$ cat src/rtl/muldiv_hilo.sv
// Iterative multiply/divide unit owning the HI/LO pair (shift-add multiply, restoring divide).
// Optional macro FAST_MULT_EN: single-cycle combinational multiply; divide stays iterative.
module muldiv_hilo #(
    parameter int WIDTH = 32
) (
    input  logic             CLK,
    input  logic             RST,
    input  logic             Start,
    input  logic [5:0]       Funct,
    input  logic [WIDTH-1:0] Rdata1,
    input  logic [WIDTH-1:0] Rdata2,
    output logic             Busy,
    output logic             Done,
    output logic [WIDTH-1:0] HI,
    output logic [WIDTH-1:0] LO
);

    // state | meaning
    // IDLE  | waiting for an issue
    // RUN   | one multiply/divide iteration per edge
    // FIX   | sign correction, HI/LO written at the end of this cycle
    // DONE  | result visible, Done pulses; new issues accepted
    typedef enum logic [1:0] {S_IDLE, S_RUN, S_FIX, S_DONE} state_t;

    localparam int CW = (WIDTH > 1) ? $clog2(WIDTH) : 1;
    localparam logic [CW-1:0] LAST_ITER = CW'(WIDTH - 1);

    localparam logic [5:0] F_MTHI  = 6'h11;
    localparam logic [5:0] F_MTLO  = 6'h13;
    localparam logic [5:0] F_MULT  = 6'h18;
    localparam logic [5:0] F_MULTU = 6'h19;
    localparam logic [5:0] F_DIV   = 6'h1A;
    localparam logic [5:0] F_DIVU  = 6'h1B;

    state_t               state_q, state_d;
    logic [CW-1:0]        cnt_q, cnt_d;
    logic [2*WIDTH-1:0]   acc_q, acc_d;
    logic [WIDTH-1:0]     opnd_q, opnd_d;
    logic                 is_div_q, is_div_d;
    logic                 neg_q, neg_d;
    logic                 neg_rem_q, neg_rem_d;
    logic                 dz_q, dz_d;
    logic [WIDTH-1:0]     hi_q, hi_d;
    logic [WIDTH-1:0]     lo_q, lo_d;

    logic                 accept, is_mul, is_divop, is_signed, sa, sb;
    logic [WIDTH-1:0]     mag_a, mag_b;
    logic [WIDTH:0]       msum, dshift;
    logic [WIDTH-1:0]     ddiff, quot, rem;
    logic                 dge;
    logic [2*WIDTH-1:0]   mul_next, div_next, prod_src, prod;

    always_ff @(posedge CLK) begin
        if (RST) begin
            state_q   <= S_IDLE;
            cnt_q     <= '0;
            acc_q     <= '0;
            opnd_q    <= '0;
            is_div_q  <= 1'b0;
            neg_q     <= 1'b0;
            neg_rem_q <= 1'b0;
            dz_q      <= 1'b0;
            hi_q      <= '0;
            lo_q      <= '0;
        end else begin
            state_q   <= state_d;
            cnt_q     <= cnt_d;
            acc_q     <= acc_d;
            opnd_q    <= opnd_d;
            is_div_q  <= is_div_d;
            neg_q     <= neg_d;
            neg_rem_q <= neg_rem_d;
            dz_q      <= dz_d;
            hi_q      <= hi_d;
            lo_q      <= lo_d;
        end
    end

    assign Busy   = (state_q == S_RUN) || (state_q == S_FIX);
    assign Done   = (state_q == S_DONE);
    assign HI     = hi_q;
    assign LO     = lo_q;
    assign accept = Start && !Busy;

    assign is_mul    = (Funct == F_MULT) || (Funct == F_MULTU);
    assign is_divop  = (Funct == F_DIV)  || (Funct == F_DIVU);
    assign is_signed = (Funct == F_MULT) || (Funct == F_DIV);
    assign sa        = is_signed && Rdata1[WIDTH-1];
    assign sb        = is_signed && Rdata2[WIDTH-1];
    assign mag_a     = sa ? -Rdata1 : Rdata1;
    assign mag_b     = sb ? -Rdata2 : Rdata2;

    // Multiply: acc = {partial product high, remaining multiplier bits}
    assign msum     = {1'b0, acc_q[2*WIDTH-1:WIDTH]} + (acc_q[0] ? {1'b0, opnd_q} : '0);
    assign mul_next = {msum, acc_q[WIDTH-1:1]};

    // Divide: acc = {partial remainder, dividend bits shifting into quotient}
    assign dshift   = {acc_q[2*WIDTH-1:WIDTH], acc_q[WIDTH-1]};
    assign dge      = dshift >= {1'b0, opnd_q};
    assign ddiff    = dshift[WIDTH-1:0] - opnd_q;
    assign div_next = {(dge ? ddiff : dshift[WIDTH-1:0]), acc_q[WIDTH-2:0], dge};

`ifdef FAST_MULT_EN
    logic [2*WIDTH-1:0] fast_prod;
    assign fast_prod = {{WIDTH{1'b0}}, opnd_q} * {{WIDTH{1'b0}}, acc_q[WIDTH-1:0]};
    assign prod_src  = is_div_q ? acc_q : fast_prod;
`else
    assign prod_src  = acc_q;
`endif

    assign prod = neg_q ? -prod_src : prod_src;
    assign quot = acc_q[WIDTH-1:0];
    assign rem  = acc_q[2*WIDTH-1:WIDTH];

    always_comb begin
        state_d   = state_q;
        cnt_d     = cnt_q;
        acc_d     = acc_q;
        opnd_d    = opnd_q;
        is_div_d  = is_div_q;
        neg_d     = neg_q;
        neg_rem_d = neg_rem_q;
        dz_d      = dz_q;
        hi_d      = hi_q;
        lo_d      = lo_q;
        case (state_q)
            S_IDLE, S_DONE: begin
                state_d = S_IDLE;
                if (accept) begin
                    if (is_mul || is_divop) begin
                        cnt_d     = '0;
                        is_div_d  = is_divop;
                        neg_d     = sa ^ sb;
                        neg_rem_d = sa;
                        dz_d      = (Rdata2 == '0);
                        opnd_d    = is_divop ? mag_b : mag_a;
                        acc_d     = {{WIDTH{1'b0}}, (is_divop ? mag_a : mag_b)};
`ifdef FAST_MULT_EN
                        state_d   = is_mul ? S_FIX : S_RUN;
`else
                        state_d   = S_RUN;
`endif
                    end else if (Funct == F_MTHI) begin
                        hi_d = Rdata1;
                    end else if (Funct == F_MTLO) begin
                        lo_d = Rdata1;
                    end
                end
            end
            S_RUN: begin
                cnt_d = cnt_q + 1'b1;
                acc_d = is_div_q ? div_next : mul_next;
                if (cnt_q == LAST_ITER) begin
                    state_d = S_FIX;
                end
            end
            S_FIX: begin
                cnt_d   = '0;
                state_d = S_DONE;
                if (is_div_q) begin
                    // Divide by zero leaves the remainder equal to the dividend as given
                    lo_d = dz_q ? '1 : (neg_q ? -quot : quot);
                    hi_d = neg_rem_q ? -rem : rem;
                end else begin
                    hi_d = prod[2*WIDTH-1:WIDTH];
                    lo_d = prod[WIDTH-1:0];
                end
            end
            default: state_d = S_IDLE;
        endcase
    end

endmodule

$ cat config.mk
export PLATFORM = sky130hd
export DESIGN_NAME = muldiv_hilo
export DESIGN_NICKNAME = d
export VERILOG_FILES = /design/src/rtl/muldiv_hilo.sv
export SDC_FILE = /design/constraint.sdc
export NUM_CORES = 1
export LEC_CHECK = 0
export CORE_ASPECT_RATIO = 2
export CORE_MARGIN = 1
export CORE_UTILIZATION = 35
export CTS_BUF_LIST = sky130_fd_sc_hd__clkbuf_2 sky130_fd_sc_hd__clkbuf_4 sky130_fd_sc_hd__clkbuf_8
export CTS_CLUSTER_DIAMETER = 80
export DETAILED_ROUTE_END_ITERATION = 8
export PLACE_DENSITY = 0.64
export SETUP_SLACK_MARGIN = 0.2
export SKIP_LAST_GASP = 1
export SLEW_MARGIN = 20
export SYNTH_ARGS = -nofsm -noshare
export SYNTH_HDL_FRONTEND = slang
export SYNTH_SLANG_ARGS = --single-unit
$ cat constraint.sdc
create_clock -name CLK -period 6.9 [get_ports CLK]
set_clock_uncertainty 0.2 [all_clocks]
set_input_delay 1.035 -clock CLK [delete_from_list [all_inputs] [get_ports CLK]]
set_output_delay 1.035 -clock CLK [all_outputs]
set_load 0.005 [all_outputs]
; ---- Yosys cells after proc, flatten, opt, wreduce, memory -nomap -nowiden
; Index checks and enable logic that the tools add are counted.
[classes]
n_addsub = 8
magnitude_cmp = 1
eq_ne = 17
mux = 32
bitwise_logic = 1
n_reduce_logical = 19
[ops]
columns = op, n
row1 = 32-bit 2-to-1 mux, 18
row2 = 64-bit 2-to-1 mux, 4
row3 = 32-bit negator, 4
row4 = 32-bit one-hot mux with 2 select lines, 2
row5 = 64-bit one-hot mux with 2 select lines, 1
row6 = 64-bit negator, 1
row7 = "6-bit by 5-bit == test with 1-bit output, second input constant", 6
row8 = 32-bit by 32-bit adder with 33-bit output, 1
row9 = 33-bit by 32-bit greater-or-equal comparator with 1-bit output, 1
row10 = 32-bit zero test, 1
row11 = 32-bit subtractor, 1
row12 = 5-bit one-hot mux with 3 select lines, 1
row13 = "2-bit != test, second input constant", 6
row14 = 5-bit 2-to-1 mux, 2
row15 = 2-bit one-hot mux with 3 select lines, 1
row16 = 3-bit AND reduction, 2
row17 = "5-bit by 1-bit adder with 5-bit output, second input constant", 1
row18 = "5-bit == test, second input constant", 1
row19 = 1-bit logical OR, 5
row20 = 5-bit AND reduction, 1
row21 = "2-bit == test, second input constant", 2
row22 = 4-bit AND reduction, 1
row23 = 2-bit nonzero test, 2
row24 = 1-bit logical AND, 3
row25 = 9 further kinds, 10
[word_totals]
regBits = 171
in_bits = 73

; ---- Depth between registers and ports, before layout
; Gate-level depths: netlist of run 1.
[logic_depth]
word_depth = 8
ltp_mapped = 14

; ---- Worst setup path before layout of run 1
; No wires, ideal clock.
[synth_path]
kind = input to register
startpoint = input port Rdata2[0]
endpoint = register opnd_q[30]
setup_time_ns = 0.128
arrival_time_ns = 3.688
path_slack_ns = 2.884
path_stages = 11
path_buffers = 0
path_cell_list = inv_1 -> ha_1 -> or4b_2 -> nor4_1 -> nand3b_1 -> or2_2 -> or4_1 -> o21ai_0 -> xnor2_1 -> a221oi_1 -> nor2_1
[synth_via]
elab_chain_cells = 3
[synth_lines]
columns = element, line_no
row1 = "start, declared", 11  ; input logic [WIDTH-1:0] Rdata2,
row2 = 32-bit negator, 91  ; assign mag_b = sb ? -Rdata2 : Rdata2;
row3 = 32-bit 2-to-1 mux, 91
row4 = 32-bit 2-to-1 mux, 136  ; opnd_d = is_divop ? mag_b : mag_a;
row5 = "end signal, assigned", 69  ; opnd_q <= opnd_d;
row6 = "end, declared", 38  ; logic [WIDTH-1:0] opnd_q, opnd_d;
; No other way between the ends.
; A chain may end at the register's enable or synchronous reset.

; ---- Worst setup path in the final report of run 1
[layout_path]
startpoint = register acc_q[0]
endpoint = register acc_q[59]
[layout_via]
elab_chain_cells = 4
[layout_lines]
columns = element, line_no
row1 = "start, declared", 37  ; logic [2*WIDTH-1:0] acc_q, acc_d;
row2 = "start signal, assigned", 57  ; acc_q <= '0;
row3 = "start signal, assigned", 68  ; acc_q <= acc_d;
row4 = 32-bit 2-to-1 mux, 94  ; assign msum = {1'b0, acc_q[2*WIDTH-1:WIDTH]} + (acc_q[0] ? {1'b0, opnd_q} : '0);
row5 = 32-bit by 32-bit adder with 33-bit output, 94
row6 = 64-bit 2-to-1 mux, 152  ; acc_d = is_div_q ? div_next : mul_next;
row7 = 64-bit one-hot mux with 2 select lines, 126  ; case (state_q)
; No other way between the ends.

==> results of run 1 <==
metrics by stage:
step | setup slack, ns | cell area [µm²] | util, % | hold slack [ns] | power [W]
after floorplan | 2.884 | 14490 | - | 0.2319 | 0.001328
after global placement | 1.879 | 16250 | 39.77 | 0.2442 | 0.001538
after detailed placement | 1.904 | 16250 | 39.77 | 0.2449 | 0.001541
after CTS | 2.147 | 16640 | 40.72 | 0.2575 | 0.002287
after global routing | 1.734 | 16640 | 40.74 | 0.2679 | 0.002371
final | 2.080 | 16650 | 40.74 | 0.2565 | 0.002303
cell families after synthesis:
family                     count (synthesis)  share of synthesized area, %
and+or+nand+nor                          660                         21.00
AOI/OAI and AO/OA                        630                         28.50
buffers and inverters                    194                         5.456
DFF                                      171                         23.62
xor gates and xnor gates                 169                         10.21
adders and majority gates                 75                         6.579
muxes                                     64                         4.627
routing by layer:
layer	GRT usage, %	vias up	share of wire [%]
met5	0	-	0
met4	34.53	0	12
met3	4.584	290	4.8
met2	58.28	679	51
met1	29.27	7498	32
li1	-	7282	-
synth_stat cells, types with 8 or more instances:
cell type	n
nand2_1	178
or2_2	12
mux2_2	24
o221ai_1	38
xnor2_1	111
nor2b_1	10
or4_1	16
nor2_1	255
a222oi_1	8
nor4_1	24
nand3_1	26
nand4_1	11
dfxtp_1	171
a21o_1	51
buf_1	11
nand2b_1	12
ha_1	73
and2_1	11
o41ai_1	18
a31oi_1	15
or3_1	10
a22o_1	11
a221oi_1	26
o21ai_0	143
o31ai_1	20
o211ai_1	16
xor2_1	58
clkbuf_1	113
mux2i_1	40
nor3_1	54
inv_1	62
and3_1	8
a21oi_1	173
a211oi_1	49
flip-flops by register name, indices dropped and copies added (netlist names):
signal     count
neg_q          1
state_q        2
opnd_q        32
HI            32
cnt_q          5
neg_rem_q      1
acc_q         64
dz_q           1
is_div_q       1
LO            32
area by class of cell:
cell class / count / share of cell area, %
clock inverters: 11 / 0.6690
diodes: 3 / 0.04510
multi-input cells: 1598 / 61.89
well taps: 535 / 4.021
inverters: 62 / 1.398
clock buffers: 21 / 1.661
flip-flops and latches: 171 / 20.59
repair buffers: 170 / 9.726
worst max-delay path, delay by kind of cell (launching register included):
kind            cells  cell delay [ns]
simple gates        2             0.21
xor+xnor            1             0.08
flops               1             0.38
buf+inv             2             0.84
compound gates      8             2.69
fa+ha+maj           1             0.31
placed cells by master (no fill, tap or decap), types with 15 or more instances in the layout:
cell,instances
nor2_1,255
nand2_1,178
a21oi_1,173
dfxtp_1,170
o21ai_0,143
clkdlybuf4s50_1,137
xnor2_1,111
ha_1,71
inv_1,62
xor2_1,58
nor3_1,54
a21o_1,51
a211oi_1,49
mux2i_1,40
o221ai_1,38
buf_4,33
a221oi_1,26
nand3_1,25
nor4_1,24
mux2_2,24
o31ai_1,20
clkbuf_8,19
o41ai_1,18
o211ai_1,16
or4_1,16
a31oi_1,15
power breakdown:
part	internal [W]	switching (W)	total [W]
logic	0.000184	0.000331	0.000516
registers	0.00100	0.0000216	0.00102
clock network	0.000318	0.000448	0.000766
total	0.00150	0.000801	0.00230
path summary, 6_finish.rpt:
kind	startpoint	end	cells after the start	slack [ns]
max reg2reg	acc_q[0]$_SDFFE_PP0P_	acc_q[59]$_SDFFE_PP0P_	14	2.08
max	acc_q[0]$_SDFFE_PP0P_	acc_q[59]$_SDFFE_PP0P_	14	2.08
min	LO[31]$_SDFFE_PP0P_	LO[31]$_SDFFE_PP0P_	2	0.26
min reg2reg	LO[31]$_SDFFE_PP0P_	LO[31]$_SDFFE_PP0P_	2	0.26
==> impl_metrics.yaml, run 1 <==
status:
  status: "complete, no violations"
clocking:
  clockRootBuffer: "clkbuf_8"
  cts_hold_buf: 0
  cts.sinks: 171
  numCtsBuffers: 17
  clock_latency_ns: 0.52
  clockBufferDepth: 2
  cts_setup_buffers: 0
  htreeDepth: 4
  cts.clk_slew.worst_paths_ns: 0.10
  tritoncts: "done"
  postCtsResizedCells: 0
power:
  power_leakage_nw: 6.452
  ir_drop_mv: 0.1346
  pwr_density_cell_nw_per_um2: 138.4
critical_path:
  cp_max_fo: 18
  crit_chain: "inv_1 -> buf_4 -> nor2_1 -> ha_1 -> nand2b_1 -> a21oi_1 -> o21ai_0 -> o21ai_0 -> a211oi_1 -> o21ai_0 -> a2111oi_0 -> o31a_1 -> xnor2_1 -> a31o_2"
  crit_path_frequent_cell: "o21ai_0"
  criticalPathCategory: "flop to flop"
  cp-start-kind: "flop"
  critical_path.max_stage_delay_ns: 0.85
  endpoint_kind: "flop"
  crit_path_top_delay_cell: "a2111oi_0"
  worstPathArrival_ns: 5.04
  required_ns: 7.12
yosys:
  synth_cells: 1963
  synth_top_area_cell: "dfxtp_1"
  avgSynthCellArea_um2: 7.383
  syn_area_um2: 14490
  syn_nets: 2111
  synth.area.top_cells: "dfxtp_1 (24%), xnor2_1 (6.7%), nor2_1 (6.6%)"
  yosys_register_bits: 171
  yosys_warnings: 0
  synth_top_area_share_pct: 23.62
  synth_edf_count: 0
  postSynth.asyncResetShare_pct: 0
  ys.flop_type: "dfxtp_1"
  post_synth_num_cell_types: 76
  yosysSeqAreaShare_pct: 23.62
final_layout:
  multi_input_area_um2: 10300
  nets: 2168
  layoutNonFillerInstCount: 2571
  area.growth.synth_to_final_pct: 14.86
  drive_above_1_share_pct: 6.493
  fill_cells: 4251
  seqCellArea_um2: 3427
drt:
  postRouteAntennaNets: 0
  route.detailed.drc: 0
  vias_per_cell: 6.126
  finalWirelength_um: 68620
  drt_iter0_markers: 1408
  drt-pass1-iter-count: 7
  vias: 15750
  wl_per_cell_um: 26.69
timing:
  tns_ns: 0
  period_share_pct: 69.86
  worst_pin_slew_ns: 1.131
  setup_violations: 0
  rsz0062_at_grt: "no"
  min_period_ns: 4.820
  slew_headroom_pct: 24.50
  hold_viol: 0
  max_freq_ghz: 0.2075
  slew_violations: 0
placement:
  placed_cells: 2536
  hpwl_um: 52330
  port_buffers: 138
  gp_congestion: 0.9888
floorplanning:
  num_rows: 105
  core_um2: 40860
  die-width_um: 145.9
  die_h_um: 289.8
  design.die.area_um2: 42280
  initial_utilization_pct: 35.47
  pin_count: 139
flow_run:
  maxCapViolCount: 0
min_path:
  hold_path.class: "flop to flop"
global_routing:
  grt_pass1_vias: 15300
  grt_pass1_wl_um: 98320
  overflow: 0
  grt_max_degree: 80
  antenna_found_initial: 3
  grt.total_usage_pct: 31.94
Note: power is estimated with default switching activity, not from simulation.
==> inputs of run 2 (changes only) <==
PLACE_DENSITY = 0.66   (was 0.64)
clock period = 3.86 ns   (was 6.9 ns; I/O delays follow)
==> run 2 against run 1 <==
  * Global-route usage increased by 1.4 points
  * Power increased by 94%
  * Critical path depth decreased by 5
  * Combinational power increased by 130%
  * Sequential power increased by 77%
==> impl_metrics.yaml, run 2 (synthesis results as in run 1) <==
status:
  status: "complete, no violations"
floorplanning:
  initial_utilization_pct: 35.47
  design.die.area_um2: 42280
  num_rows: 105
  core_um2: 40860
  pin_count: 139
  die-width_um: 145.9
  die_h_um: 289.8
critical_path:
  cp-start-kind: "flop"
  critical_path.max_stage_delay_ns: 0.56
  endpoint_kind: "flop"
  required_ns: 4.09
  crit_path_frequent_cell: "or4_4"
  cp_max_fo: 5
  worstPathArrival_ns: 3.95
  crit_chain: "or4_4 -> or4_4 -> or4_4 -> or3_4 -> o41a_4 -> o31ai_4 -> xor2_1 -> a21oi_1 -> a21o_1"
  crit_path_top_delay_cell: "or4_4"
  criticalPathCategory: "flop to flop"
clocking:
  clock_latency_ns: 0.53
  cts_hold_buf: 0
  htreeDepth: 4
  cts.clk_slew.worst_paths_ns: 0.11
  clockBufferDepth: 2
  tritoncts: "done"
  clockRootBuffer: "clkbuf_8"
  cts.sinks: 171
  numCtsBuffers: 17
drt:
  route.detailed.drc: 0
  finalWirelength_um: 71720
  drt-pass1-iter-count: 7
  vias: 16880
  vias_per_cell: 6.046
  postRouteAntennaNets: 0
  drt_iter0_markers: 1255
  wl_per_cell_um: 25.69
timing:
  period_share_pct: 96.43
  slew_headroom_pct: 24.99
  finalWorstSetupSlack_ns: 0.1378
  min_period_ns: 3.722
  whs_ns: 0.2602
  slew_violations: 0
  rsz0062_at_grt: "yes"
  max_freq_ghz: 0.2687
  tns_ns: 0
  hold_viol: 0
  setup_violations: 0
  worst_pin_slew_ns: 1.113
final_layout:
  area.growth.synth_to_final_pct: 29.89
  largest_register_ffs: 64
  top_register: "acc_q"
  nets: 2391
  final_cell_mix: "nor2_1 (249), buf_4 (249), nand2_1 (176), a21oi_1 (163), dfxtp_1 (162)"
  drive_above_1_share_pct: 18.93
  design_area_um2: 18820
  fill_cells: 4115
  layoutNonFillerInstCount: 2792
global_routing:
  top_usage_layer: "met2"
  globalRouteMet3Util_pct: 5.447
  grt.total_usage_pct: 33.31
  grt_use_met1_pct: 29.88
  grt_pass1_vias: 16850
  grt_pass1_wl_um: 103500
  antenna_found_initial: 1
  grt_use_met2_pct: 60.72
  overflow: 0
  grt_max_degree: 83
power:
  sw_frac_of_total_pct: 35.18
  ir_drop_mv: 0.2491
  p_seq_share_pct: 40.5
  switchingPower_w: 0.001570
  power_leakage_nw: 7.706
  pwr_density_cell_nw_per_um2: 237.1
  p_clk_share_pct: 33.1
  power_frac_comb_pct: 26.3
  internal_power_w: 0.002893
placement:
  place_ws_ns: -0.4272
  dpl-instance-area_um2: 17910
  port_buffers: 138
  gp_congestion: 1.026
  hpwl_um: 55750
  placed_cells: 2752
min_path:
  hold_path.class: "flop to flop"
flow_run:
  maxCapViolCount: 0
-- run 2: changes by cell type in the layout (fill, tap and decap cells not counted), sizes merged --
cell,change
clkbuf,-3
bufinv,+1
inv,+5
diode,-2
clkinvlp,-2
buf,+222
-- run 2: final timing paths --
check / start / end / slack (ns) / depth (start not counted)
max: acc_q[12]$_SDFFE_PP0P_ / HI[27]$_SDFFE_PP0P_ / 0.14 / 9
min reg2reg: LO[30]$_SDFFE_PP0P_ / LO[30]$_SDFFE_PP0P_ / 0.26 / 2
max reg2reg: acc_q[12]$_SDFFE_PP0P_ / HI[27]$_SDFFE_PP0P_ / 0.14 / 9
min: LO[30]$_SDFFE_PP0P_ / LO[30]$_SDFFE_PP0P_ / 0.26 / 2
-- run 2: worst max-delay path: cells and delay by family, from the launching register on --
family	cells	cell delay, ns
AO/OA/AOI/OAI	4	0.93
AND/OR/NAND/NOR	4	1.93
XOR/XNOR	1	0.21
flip-flops	1	0.34
-- run 2: timing repair --
action                     in CTS  in global routing
setup endpoints to repair      37                 57
pin swaps                      15                 28
setup buffers                   3                  3
cloned                          0                  1
gates resized for setup        32                 71
-- run 2: final cells by class --
cell class                      count  area [µm²]  share of cell area (%)
Clock inverter                     15       200.2                   1.063
Antenna cell                        1       2.502                 0.01329
Sequential cell                   171        3437                   18.26
Multi-Input combinational cell   1598       10690                   56.78
Inverter                           62       232.7                   1.236
Timing Repair Buffer              393        3359                   17.85
Tap cell                          535       669.4                   3.556
Clock buffer                       17       234.0                   1.243
-- run 2: routing by layer --
metal | vias up | share of wire (%) | wire (µm)
li1 | 7718 | - | -
met4 | 0 | 12 | 8918
met5 | - | 0 | 0
met2 | 748 | 51 | 36410
met1 | 8040 | 32 | 22690
met3 | 374 | 5.2 | 3704
-- run 2: power groups by stage --
stage | combinational [W] | clock (W) | sequential [W]
after floorplan | 0.000528 | 0 | 0.00185
after CTS | 0.00109 | 0.00148 | 0.00181
after global routing | 0.00122 | 0.00156 | 0.00181
after detailed placement | 0.00106 | 0 | 0.00185
after global placement | 0.00105 | 0 | 0.00185
final | 0.00118 | 0.00148 | 0.00181
-- run 2: metrics by stage --
stage | power (W) | utilization, %
global placement | 0.002901 | 43.84
finish | 0.004464 | 46.07
detailed placement | 0.002905 | 43.85
global route | 0.004593 | 46.07
CTS | 0.004380 | 45.30
floorplan | 0.002374 | -
